### src/rtl/s1488_campaign_pkg.sv
// Shared types and constants for the s1488 cone fault-injection campaign controller.
package s1488_campaign_pkg;

    typedef enum logic [1:0] {
        ST_IDLE   = 2'd0,
        ST_HOLD   = 2'd1,
        ST_SAMPLE = 2'd2,
        ST_FIN    = 2'd3
    } state_e;

    // Feedback taps x^16 + x^14 + x^13 + x^11 + 1 as a bit mask (bits 15, 13, 12, 10).
    localparam logic [15:0] LFSR_TAPS    = 16'hB400;
    localparam logic [15:0] DEFAULT_SEED = 16'hACE1;

    function automatic logic [15:0] lfsr_step(input logic [15:0] cur);
        return {cur[14:0], ^(cur & LFSR_TAPS)};
    endfunction

    // The all-zero state is a lock-up state for an XOR LFSR.
    function automatic logic [15:0] seed_guard(input logic [15:0] seed);
        return (seed == 16'h0000) ? 16'h0001 : seed;
    endfunction

endpackage

### src/rtl/s1488_lfsr16.sv
// 16-bit Fibonacci stimulus LFSR with load, advance and zero-seed guard.
module s1488_lfsr16
    import s1488_campaign_pkg::*;
#(
    parameter int OUT_W = 14
) (
    input  logic             clk,
    input  logic             rst,
    input  logic             load,
    input  logic [15:0]      seed,
    input  logic             advance,
    output logic [OUT_W-1:0] next_low
);

    logic [15:0] lfsr_r;
    logic [15:0] seed_s;
    logic [15:0] next_s;

    // guarded seed and single-step successor of the current state
    always_comb begin
        seed_s = seed_guard(seed);
        next_s = lfsr_step(lfsr_r);
    end

    // shift register; a load takes priority over an advance
    always_ff @(posedge clk) begin
        if (rst) begin
            lfsr_r <= seed_s;
        end else if (load) begin
            lfsr_r <= seed_s;
        end else if (advance) begin
            lfsr_r <= next_s;
        end else begin
            lfsr_r <= lfsr_r;
        end
    end

    assign next_low = next_s[OUT_W-1:0];

endmodule

### src/rtl/s1488_cone_campaign_ctrl.sv
// Fault-injection campaign sequencer for a golden/faulty s1488 cone pair.
// Optional S1488_STOP_ON_FAIL_EN: end the run at the first mismatching vector.
module s1488_cone_campaign_ctrl
    import s1488_campaign_pkg::*;
#(
    parameter int          VEC_W  = 14,
    parameter int          CNT_W  = 16,
    parameter int          SETTLE = 2,
    parameter logic [15:0] SEED   = DEFAULT_SEED
) (
    input  logic             clk,
    input  logic             rst,
    input  logic             start,
    input  logic [CNT_W-1:0] num_vectors,
    input  logic             golden_in,
    input  logic             faulty_in,
    output logic [VEC_W-1:0] vec_out,
    output logic             busy,
    output logic             done,
    output logic [CNT_W-1:0] mismatch_cnt,
    output logic [CNT_W-1:0] first_fail_idx,
    output logic             first_fail_valid
);

    localparam int               SET_W    = (SETTLE > 1) ? $clog2(SETTLE) : 1;
    localparam logic [SET_W-1:0] SET_ZERO = {SET_W{1'b0}};
    localparam logic [SET_W-1:0] SET_ONE  = {{(SET_W-1){1'b0}}, 1'b1};
    localparam logic [SET_W-1:0] SET_LAST = SET_W'(SETTLE - 1);
    localparam logic [CNT_W-1:0] CNT_ZERO = {CNT_W{1'b0}};
    localparam logic [CNT_W-1:0] CNT_ONE  = {{(CNT_W-1){1'b0}}, 1'b1};
    localparam logic [CNT_W-1:0] CNT_MAX  = {CNT_W{1'b1}};
    localparam logic [VEC_W-1:0] VEC_ZERO = {VEC_W{1'b0}};
    localparam logic [15:0]      SEED_EFF = seed_guard(SEED);

    state_e           state_r;
    logic [SET_W-1:0] settle_r;
    logic [CNT_W-1:0] count_r;
    logic [CNT_W-1:0] idx_r;
    logic [CNT_W-1:0] mismatch_r;
    logic [CNT_W-1:0] ff_idx_r;
    logic             ff_valid_r;
    logic             busy_r;
    logic             done_r;
    logic [VEC_W-1:0] vec_r;

    logic             accept_s;
    logic             sample_s;
    logic             miss_s;
    logic             last_s;
    logic             stop_s;
    logic [CNT_W-1:0] idx_inc_s;
    logic [CNT_W-1:0] mismatch_inc_s;
    logic [VEC_W-1:0] lfsr_next_s;

    s1488_lfsr16 #(
        .OUT_W (VEC_W)
    ) u_lfsr (
        .clk      (clk),
        .rst      (rst),
        .load     (accept_s),
        .seed     (SEED),
        .advance  (sample_s),
        .next_low (lfsr_next_s)
    );

    // per-state strobes, saturating increment and end-of-run decision
    always_comb begin
        accept_s = 1'b0;
        sample_s = 1'b0;
        case (state_r)
            ST_IDLE, ST_FIN: accept_s = start;
            ST_HOLD:         sample_s = 1'b0;
            ST_SAMPLE:       sample_s = 1'b1;
            default: begin
                accept_s = 1'b0;
                sample_s = 1'b0;
            end
        endcase
        miss_s    = golden_in ^ faulty_in;
        idx_inc_s = idx_r + CNT_ONE;
        last_s    = (idx_inc_s == count_r);
        if (mismatch_r == CNT_MAX) begin
            mismatch_inc_s = mismatch_r;
        end else begin
            mismatch_inc_s = mismatch_r + CNT_ONE;
        end
`ifdef S1488_STOP_ON_FAIL_EN
        stop_s = miss_s;
`else
        stop_s = 1'b0;
`endif
    end

    // campaign sequencer: state, settle timer, vector index and statistics
    always_ff @(posedge clk) begin
        if (rst) begin
            state_r    <= ST_IDLE;
            settle_r   <= SET_ZERO;
            count_r    <= CNT_ZERO;
            idx_r      <= CNT_ZERO;
            mismatch_r <= CNT_ZERO;
            ff_idx_r   <= CNT_ZERO;
            ff_valid_r <= 1'b0;
            busy_r     <= 1'b0;
            done_r     <= 1'b0;
            vec_r      <= VEC_ZERO;
        end else begin
            case (state_r)
                ST_IDLE, ST_FIN: begin
                    if (accept_s) begin
                        count_r    <= num_vectors;
                        settle_r   <= SET_ZERO;
                        idx_r      <= CNT_ZERO;
                        mismatch_r <= CNT_ZERO;
                        ff_idx_r   <= CNT_ZERO;
                        ff_valid_r <= 1'b0;
                        if (num_vectors == CNT_ZERO) begin
                            state_r <= ST_FIN;
                            busy_r  <= 1'b0;
                            done_r  <= 1'b1;
                        end else begin
                            state_r <= ST_HOLD;
                            vec_r   <= SEED_EFF[VEC_W-1:0];
                            busy_r  <= 1'b1;
                            done_r  <= 1'b0;
                        end
                    end
                end
                ST_HOLD: begin
                    if (settle_r == SET_LAST) begin
                        settle_r <= SET_ZERO;
                        state_r  <= ST_SAMPLE;
                    end else begin
                        settle_r <= settle_r + SET_ONE;
                    end
                end
                ST_SAMPLE: begin
                    if (miss_s) begin
                        mismatch_r <= mismatch_inc_s;
                        if (!ff_valid_r) begin
                            ff_idx_r   <= idx_r;
                            ff_valid_r <= 1'b1;
                        end
                    end
                    idx_r <= idx_inc_s;
                    // vec_out keeps the last applied vector once the run ends
                    if (last_s || stop_s) begin
                        state_r <= ST_FIN;
                        busy_r  <= 1'b0;
                        done_r  <= 1'b1;
                    end else begin
                        state_r <= ST_HOLD;
                        vec_r   <= lfsr_next_s;
                    end
                end
                default: begin
                    state_r <= ST_IDLE;
                    busy_r  <= 1'b0;
                    done_r  <= 1'b0;
                end
            endcase
        end
    end

    assign vec_out          = vec_r;
    assign busy             = busy_r;
    assign done             = done_r;
    assign mismatch_cnt     = mismatch_r;
    assign first_fail_idx   = ff_idx_r;
    assign first_fail_valid = ff_valid_r;

endmodule

### config.mk
export PLATFORM = sky130hd
export DESIGN_NAME = s1488_cone_campaign_ctrl
export DESIGN_NICKNAME = d
export VERILOG_FILES = /design/src/rtl/s1488_campaign_pkg.sv /design/src/rtl/s1488_lfsr16.sv /design/src/rtl/s1488_cone_campaign_ctrl.sv
export SDC_FILE = /design/constraint.sdc
export NUM_CORES = 1
export LEC_CHECK = 0
export CAP_MARGIN = 20
export CORE_ASPECT_RATIO = 0.8
export CORE_MARGIN = 1.5
export CORE_UTILIZATION = 43
export CTS_CLUSTER_SIZE = 14
export DETAILED_ROUTE_END_ITERATION = 10
export HOLD_SLACK_MARGIN = 0.08
export PLACE_DENSITY = 0.66
export SETUP_SLACK_MARGIN = 0.05
export SLEW_MARGIN = 20
export SYNTH_ARGS = -nofsm -noshare
export SYNTH_HDL_FRONTEND = slang
export SYNTH_SLANG_ARGS = --single-unit
### constraint.sdc
create_clock -name clk -period 3 [get_ports clk]
set_clock_uncertainty 0.05 [all_clocks]
set_input_delay 0.3 -clock clk [delete_from_list [all_inputs] [get_ports clk]]
set_output_delay 0.3 -clock clk [all_outputs]
set_load 0.03 [all_outputs]
# ---- Yosys cells after proc, flatten, opt, wreduce, memory -nomap -nowiden
# Index checks and enable logic that the tools add are counted.
# W data, S select, Z words.
dict set report word_totals {
  ff_bits 100
  in_bits 21
  out_inout_bits 49
  elab_cells 76
}
dict set report op_classes {
  addsub 3
  eq_ne 13
  n_mux 32
  bitwise 1
  reduce_logical 16
}
# op count
set op_table {}
lappend op_table {{$pmux W16 S2} 3}
lappend op_table {{$mux W16} 5}
lappend op_table {{$mux W14} 3}
lappend op_table {{$add A16 B1 Y16 const B} 2}
lappend op_table {{$pmux W14 S2} 1}
lappend op_table {{$eq A16 B16 Y1} 1}
lappend op_table {{$eq A16 B16 Y1 const B} 1}
lappend op_table {{$logic_not A16 Y1} 1}
lappend op_table {{$ne A2 B2 Y1 const B} 8}
lappend op_table {{$reduce_xor A16 Y1} 1}
lappend op_table {{$reduce_and A4 Y1} 3}
lappend op_table {{$mux W1} 11}
lappend op_table {{$mux W2} 4}
lappend op_table {{$pmux W1 S2} 4}
lappend op_table {{$reduce_and A2 Y1} 4}
lappend op_table {{$pmux W2 S3} 1}
lappend op_table {{$reduce_and A3 Y1} 2}
lappend op_table {{$eq A2 B2 Y1 const B} 2}
lappend op_table {{$reduce_bool A2 Y1} 2}
lappend op_table {{$reduce_or A2 Y1} 2}
lappend op_table {{$eq A2 B1 Y1 const B} 1}
lappend op_table {{$logic_not A2 Y1} 1}
lappend op_table {{$add A1 B1 Y1 const B} 1}
lappend op_table {{$xor A1 B1 Y1} 1}

# ---- Logic depth before layout (Yosys ltp)
# Gate-level depths: netlist of the first run.
dict set report logic_depth {
  depth_word 5
  ltp_mapped 10
  ltp_nobuf 9
}

# ---- Hierarchy
# From an unflattened synthesis of the first run, not the netlist that was laid out.
dict set report hier_totals {
  cells_unflattened 579
  hier_area_um2 5078.6
}
# mod n_inst cells_per_inst area_each_um2 seq_area_each_um2
set by_module_without_submodules {}
lappend by_module_without_submodules {s1488_cone_campaign_ctrl 1 521 4182.8 1681.6}
lappend by_module_without_submodules {s1488_lfsr16 1 58 895.9 480.5}

# ---- Least setup slack after synthesis of the first run
# OpenSTA, ideal clock, no wires.
dict set report synth_timing {
  path_kind {register to register}
  start {reg idx_r[0]}
  end {reg vec_r[10] (netlist: vec_out[10])}
  setup_ns 0.136
  t_arrival_ns 2.487
  required_time_ns 2.814
  path_slack_ns 0.328
  path_stages_with_launch 11
  path_buffers 2
  period_less_slack_ns 2.672
  cell_sequence {dfxtp_1 ha_1 nand3_1 clkbuf_1 nor4_1 xnor2_1 nand4_1 or4_1 buf_6 a21oi_1 a211oi_1}
}
dict set report synth_between {
  elab_chain_len 4
}
# element line_no
set synth_lines {}
lappend synth_lines {{start, declared} s1488_cone_campaign_ctrl.sv:38} ;# logic [CNT_W-1:0] idx_r;
lappend synth_lines {{start signal, assigned} s1488_cone_campaign_ctrl.sv:145} ;# idx_r <= idx_inc_s;
lappend synth_lines {{$add A16 B1 Y16} s1488_cone_campaign_ctrl.sv:80} ;# idx_inc_s = idx_r + CNT_ONE;
lappend synth_lines {{$eq A16 B16 Y1} s1488_cone_campaign_ctrl.sv:81} ;# last_s = (idx_inc_s == count_r);
lappend synth_lines {{$ne A2 B2 Y1 (no source line)} -}
lappend synth_lines {{$reduce_and A4 Y1 (no source line)} -}
lappend synth_lines {{end signal, assigned} s1488_cone_campaign_ctrl.sv:123} ;# vec_r <= SEED_EFF[VEC_W-1:0];
lappend synth_lines {{end signal, assigned} s1488_cone_campaign_ctrl.sv:153} ;# vec_r <= lfsr_next_s;
lappend synth_lines {{end, declared} s1488_cone_campaign_ctrl.sv:44} ;# logic [VEC_W-1:0] vec_r;
# No other way between the ends.
# A chain may end at the register's enable or synchronous reset.

# ---- Worst setup path in the final report of the first run
dict set report layout_timing {
  start {reg idx_r[2]}
  end {reg vec_r[6] (netlist: vec_out[6])}
}
# The elaborated chain is that of the path after synthesis.

==> out/metrics.cfg, run 1 <==
[setup_path]
crit_fanout=9
arrival_ps=2950
critPathKind=reg -> reg
critPathLaunchType=register
crit_chain=nand4_2 > or4_4 > xnor2_2 > o2111ai_2 > or4_4 > a21oi_1 > a211oi_1
endpoint_kind=register
cp_slowest_stage_delay_ps=630
crit_slowest_cell=or4_4
crit_path_frequent_cell=or4_4
required_ps=3170

[logic_synthesis]
synthSimpleGateAreaFrac_pct=28.75
synth.ff_latch_count=100
synthTopCellsByArea=dfxtp_1, a21oi_1, nand2_1
synthMuxAreaShare_pct=0.6341
syn_area_per_cell_um2=8.082
yosys_warnings=0
yosysSeqAreaShare_pct=42.27
syn-cell-area_um2=4736
synth_xor_area_share_pct=6.631
syn_nets=612
synth_cell_type_count=56
synth_top_family_by_area=simple AND/OR/NAND/NOR gates
synthCells=586
synth_compound_area_share_pct=16.25
synth.top_cell.area_share_pct=42.27
yosys.area.top_type=dfxtp_1
synth_fa_ha_area_share_pct=1.321

[cts]
holdBufCountCts=0
clk_path_buf_depth=2
path_clk_slew_ps=70
htree_levels=3
cts_tree=yes
insertion_delay_ps=350
cts_made_buffers=9
cts_resized=0
post_cts_buffers=0
cts.sinks=100
clockRootBuffer=clkbuf_16

[floorplan]
rows=34
ios=70
die_y_um=96.87
start_util_pct=43.83
core_area_um2=10810
dieArea_um2=11660
die_w_um=120.3

[flow_run]
maxCapViolations=0

[power]
p_leak_nw=2.053
power_mw=4.534
ir_drop_mv=0.4794
p_per_area_nw_per_um2=762.2

[route]
drc=0
routed_wl_mm=11.80
wire_per_inst_um=14.76
vias=4253
drtAntennaViolNets=0
via_per_inst=5.316
dr.pass1.iters=5
dr.first_iter.drc_count=279

[finish]
ff_latch_area_um2=2002
final_common_cell=dfxtp_1
fill_cells=1026
layout_common_cells=dfxtp_1, nand2_1, clkdlybuf4s50_1, a21oi_1, nor2_1
area_growth_pct=25.60
diodes=0
layout-drive-gt1-share_pct=9.909
finalNetCount=678
multi_input_area_um2=2555

[sta]
setup_viol=0
max_freq_mhz=360.7
setup_ws_ps=227.7
hold_viol=0
finalCritPeriodShare_pct=92.41
period_needed_ps=2772
worst_slew_pin_slew_ps=928.2
rsz0062_at_grt=false
slew_headroom_pct=38.12
slew_violations=0
final.setup.tns_ps=0

[grt]
grt_max_degree=56
grt_pass1_vias=3986
antenna_found_initial=0
grt_overflow_total=0
grt_pass1_wl_mm=19.71
grt.total_usage_pct=20.80

[worst_hold_path]
hp-class=reg -> reg

[placed_design]
place_ws_ps=134.6
hpwlAfterDp_mm=8.476
port_buffers=69
routabilityCongestion=0.9747

[outcome]
outcome=completed

sequential cells by signal, indices dropped and copies added (netlist names), 2 cells and up:
name and cells:
count_r 16, first_fail_idx 16, idx_r 16, mismatch_cnt 16, u_lfsr.lfsr_r 16, vec_out 14, state_r 2
through the flow:
stage | cell area, um2 | instances | hold WS, ps | util, %
finish | 5948 | 800 | 398.5 | 55.05
global route | 5948 | 800 | 424.4 | 55.05
floorplan | 4736 | 586 | 386.0 | -
global placement | 5619 | 785 | 392.1 | 52.00
detailed placement | 5619 | 785 | 394.6 | 52.00
CTS | 5931 | 800 | 401.6 | 54.89
cells by family (layout without fill, tap and decap cells):
family,after synthesis,count (layout)
AOI/OAI and AO/OA,130,130
xor gates and xnor gates,35,35
adders and majority gates,5,5
buffers and inverters,46,116
DFF,100,100
muxes,3,3
and+or+nand+nor,267,267
worst max-delay path, delay by kind of cell (launching register included):
kind	cells	cell delay, ps
AO/OA/AOI/OAI	3	440
XOR/XNOR	1	170
flip-flops	1	520
AND/OR/NAND/NOR	3	1450
routing by layer:
metal,track usage [%],vias to the layer above,part of all wire [%]
met5,0,-,0
met4,6.335,0,1.2
met3,4.127,10,6.0
met2,29.36,110,41
met1,31.65,1950,52
li1,-,2183,-
path summary, 6_finish.rpt:
check | slack (ps) | depth (start not counted) | end | start
worst min-delay path | 400 | 2 | first_fail_idx[10] | first_fail_idx[10]
worst max-delay path | 230 | 7 | vec_out[6] | idx_r[2]
worst max register to register | 230 | 7 | vec_out[6] | idx_r[2]
worst min register to register | 400 | 2 | first_fail_idx[10] | first_fail_idx[10]
area by class of cell:
class | count | area share, %
clock buffers | 12 | 4.480
multi-input cells | 440 | 42.95
inverters | 7 | 0.4417
repair buffers | 94 | 14.68
clock inverters | 3 | 0.7573
well taps | 144 | 3.029
flip-flops and latches | 100 | 33.66
cells in the mapped netlist (all sizes together):
master	count
dfxtp	100
nand2	77
a21oi	68
nor2	55
nand3	32
o21ai	32
clkbuf	25
xor2	19
nand2b	18
nand4	16
xnor2	16
buf	14
nor3	12
a211oi	10
nor2b	10
nor4	10
or4	10
and2	8
inv	7
and3	5
ha	5
a22oi	4
and4	4
a21o	3
mux2i	3
nand3b	3
or3	3
a311oi	2
a31o	2
or2	2
a211o	1
a22o	1
a31oi	1
a32oi	1
a41o	1
nand4b	1
o2111ai	1
o211ai	1
o22ai	1
o31ai	1
or3b	1
report_power, final:
group          leakage (nW)  switching (mW)  internal [mW]  total, mW
Sequential            0.812           0.121           1.48       1.60
Clock                 0.147           0.501          0.710       1.21
Combinational          1.09            1.09          0.631       1.72
Power figures use the tool's default switching activity.
==> inputs of run 2 (changes only) <==
- PLACE_DENSITY: 0.66 -> 0.68
- SLEW_MARGIN: 20 -> 30
- clock period: 3 -> 2.4 ns (I/O delays scaled with it)
==> out/metrics.cfg, run 2 (synthesis results as in run 1) <==
[power]
internal_power_mw=3.627
sw_frac_of_total_pct=38.97
p_seq_share_pct=33.8
p_leak_nw=2.350
ir_drop_mv=0.5689
p_per_area_nw_per_um2=910.4
p_sw_mw=2.316
power_mw=5.943
clkPwrFrac_pct=24.1
pwr-share-comb_pct=42.1

[sta]
slew_violations=0
period_needed_ps=2502
slew_headroom_pct=43.38
final.setup.tns_ps=-941.0
worst_slew_pin_slew_ps=849.3
rsz0062_at_grt=true
setup_ws_ps=-101.9
whs_ps=400.6
hold_viol=0
finalCritPeriodShare_pct=104.2
max_freq_mhz=399.7
setup_viol=17

[route]
dr.pass1.iters=5
routed_wl_mm=12.84
drc=0
via_per_inst=5.417
wire_per_inst_um=15.22
drtAntennaViolNets=0
dr.first_iter.drc_count=306
vias=4572

[finish]
fin_util_pct=60.41
final_common_cell=dfxtp_1
layout-drive-gt1-share_pct=19.57
fill_cells=962
layout_common_cells=dfxtp_1, nand2_1, clkdlybuf4s50_1, a21oi_1, buf_4
finalNetCount=721
diodes=0
area_growth_pct=37.83
final_cells=844
design_area_um2=6528

[grt]
grt_pass1_wl_mm=21.04
grt_pass1_vias=4354
grt_overflow_total=0
grt_max_degree=50
grt.total_usage_pct=22.36
antenna_found_initial=0

[cts]
cts_made_buffers=9
cts.sinks=100
insertion_delay_ps=350
path_clk_slew_ps=70
htree_levels=3
clockRootBuffer=clkbuf_16
clk_path_buf_depth=2
cts_tree=yes

[setup_path]
crit_fanout=7
required_ps=2540
endpoint_kind=register
critPathKind=reg -> reg
critPathLaunchType=register
arrival_ps=2640

[floorplan]
core_area_um2=10810
start_util_pct=43.83
ios=70
die_w_um=120.3
dieArea_um2=11660
die_y_um=96.87
rows=34

[placed_design]
place_ws_ps=-160.6
dpl.cell_count=817
place_area_um2=5954
hpwlAfterDp_mm=8.999
port_buffers=69
routabilityCongestion=0.8774

[flow_run]
maxCapViolations=0

[worst_hold_path]
hp-class=reg -> reg

[outcome]
violations=negative setup slack
outcome=complete, but fails checks

run 2: cell count changes in the layout (fill, tap and decap cells not counted), moves of 4 or more:
cell	change
buf_4	+34
dfxtp_1	-8
a21oi_1	-6
a21oi_4	+5
buf_12	+5
dfxtp_2	+5
buf_6	+4
run 2: cell type report:
cell class	instances	area, um2	area share, %
timing repair buffer	137	1274	19.51
sequential	100	2019	30.94
clock inverter	4	31.28	0.4792
multi-input combinational	440	2729	41.81
clock buffer	12	267.8	4.102
inverter	7	26.28	0.4025
tap	144	180.2	2.760
run 2: final timing paths:
path	start	cells past startpoint	slack (ps)	end
worst max register to register	idx_r[0]	9	-100	vec_out[11]
worst min-delay path	first_fail_idx[0]	2	400	first_fail_idx[0]
worst min register to register	first_fail_idx[0]	2	400	first_fail_idx[0]
worst max-delay path	idx_r[0]	9	-100	vec_out[11]
run 2: repair_timing:
| item | CTS | global route |
|---|---|---|
| setup buffers | 6 | 5 |
| hold buffers | 0 | 0 |
| pin swaps | 12 | 13 |
| resized for setup | 19 | 18 |
| setup endpoints to repair | 16 | 41 |
run 2: critical path, cell delays in order, from the launching register on:
cell       delay (ps)
dfxtp_4           380
buf_12            110
nand4_4           110
or4_4             570
xnor2_2           170
o2111ai_2         120
or4_4             460
buf_12            170
a21oi_4           130
a211oi_2           70
run 2: metal layers:
metal / part of all wire [%] / global-route usage [%] / up-vias
li1: - / - / 2261
met1: 50 / 31.30 / 2154
met2: 44 / 34.81 / 143
met3: 5.3 / 4.953 / 14
met4: 1.4 / 5.973 / 0
met5: 0 / 0 / -
run 2: power groups by stage:
stage          clock (mW)  sequential [mW]  combinational [mW]
2_1_floorplan           0             2.15                1.40
3_3_place_gp            0             2.02                2.24
3_5_place_dp            0             2.03                2.29
4_1_cts              1.46             2.00                2.37
5_1_grt              1.54             2.03                2.72
6_report             1.43             2.01                2.50
==> inputs of run 3 (changes only) <==
- CTS_BUF_LIST: not set -> sky130_fd_sc_hd__clkbuf_4 sky130_fd_sc_hd__clkbuf_8 sky130_fd_sc_hd__clkbuf_16
- CTS_CLUSTER_DIAMETER: not set -> 150
- SLEW_MARGIN: 30 -> 10
==> out/metrics.cfg, run 3 (synthesis results as in run 1) <==
[outcome]
outcome=complete, but fails checks
violations=negative setup slack

[floorplan]
die_y_um=96.87
die_w_um=120.3
dieArea_um2=11660
rows=34
ios=70
core_area_um2=10810
start_util_pct=43.83

[route]
routed_wl_mm=12.87
wire_per_inst_um=15.24
vias=4573
drtAntennaViolNets=0
dr.pass1.iters=5
via_per_inst=5.418
dr.first_iter.drc_count=298
drc=0

[grt]
grt_pass1_wl_mm=21.04
grt_overflow_total=0
grt_pass1_vias=4355
grt_max_degree=50
antenna_found_initial=0
grt.total_usage_pct=22.36

[cts]
cts.sinks=100
clk_path_buf_depth=2
htree_levels=3
path_clk_slew_ps=70
clockRootBuffer=clkbuf_16
cts_tree=yes
holdBufCountCts=0
insertion_delay_ps=350
cts_made_buffers=9

[sta]
finalCritPeriodShare_pct=104.3
slew_violations=0
final.setup.tns_ps=-955.7
max_freq_mhz=399.6
worst_slew_pin_slew_ps=844.4
hold_viol=0
rsz0062_at_grt=true
setup_ws_ps=-102.4
slew_headroom_pct=43.70
setup_viol=17
period_needed_ps=2502

[finish]
area_growth_pct=37.91
design_area_um2=6531
final_common_cell=dfxtp_1
ff_latch_area_um2=2019
layout_common_cells=dfxtp_1, nand2_1, clkdlybuf4s50_1, a21oi_1, buf_4
finalNetCount=721
layout-drive-gt1-share_pct=19.71
diodes=0
multi_input_area_um2=2729
fill_cells=963

[placed_design]
place_ws_ps=-160.6
port_buffers=69
hpwlAfterDp_mm=8.999
place_area_um2=5954
routabilityCongestion=0.8774

[setup_path]
endpoint_kind=register
required_ps=2540
r2r_slack_ps=-100
arrival_ps=2640
critPathKind=reg -> reg
crit_fanout=7
critPathLaunchType=register

[flow_run]
maxCapViolations=0

[power]
power_mw=5.953
p_per_area_nw_per_um2=911.5
p_leak_nw=2.354
ir_drop_mv=0.5706

[worst_hold_path]
hp-class=reg -> reg

run 3: cell counts in the layout (fill, tap and decap cells not counted):
Identical to the previous run, type by type.
run 3: worst paths after layout:
path / from / endpoint / cells past startpoint
setup / recovery: idx_r[0] / vec_out[11] / 9
hold / removal: first_fail_idx[0] / first_fail_idx[0] / 2
setup reg to reg: idx_r[0] / vec_out[11] / 9
hold reg to reg: first_fail_idx[0] / first_fail_idx[0] / 2
run 3: layer usage:
metal  part of all wire (%)  global-route usage [%]
met1                     49                   31.30
met2                     44                   34.81
met3                    5.5                   4.953
met4                    1.5                   5.973
met5                      0                       0
run 3: timing repair:
action | in CTS | in global routing
endpoints found under the setup margin | 16 | 41
pin swaps | 12 | 13
hold endpoints to repair | 0 | 0
gates resized for setup | 19 | 18
setup buffers | 6 | 5
run 3: report_power, final:
group	leakage [nW]	internal, mW	switching (mW)
logic	1.40	0.980	1.52
clock network	0.140	0.808	0.635
registers	0.817	1.85	0.159
total	2.35	3.64	2.31
run 3: layout make-up:
| type | count | share of cell area, % |
|---|---|---|
| sequential | 100 | 30.92 |
| tap | 144 | 2.759 |
| clock inverter | 4 | 0.4789 |
| multi-input combinational | 440 | 41.78 |
| timing repair buffer | 137 | 19.50 |
| inverter | 7 | 0.4023 |
| clock buffer | 12 | 4.157 |
run 3: stage by stage:
| step | utilization, % | hold WS (ps) | instances |
|---|---|---|---|
| final | 60.44 | 400.6 | 844 |
| after global routing | 60.44 | 415.8 | 844 |
| after CTS | 58.96 | 404.6 | 839 |
| after detailed placement | 55.11 | 395.3 | 817 |
| after global placement | 55.11 | 390.6 | 817 |
| after floorplan | - | 326.0 | 586 |
run 3: critical path, cell delays in order (launching register included):
cell       delay (ps)
dfxtp_4           380
buf_12            110
nand4_4           110
or4_4             570
xnor2_2           170
o2111ai_2         120
or4_4             460
buf_12            170
a21oi_4           130
a211oi_2           70
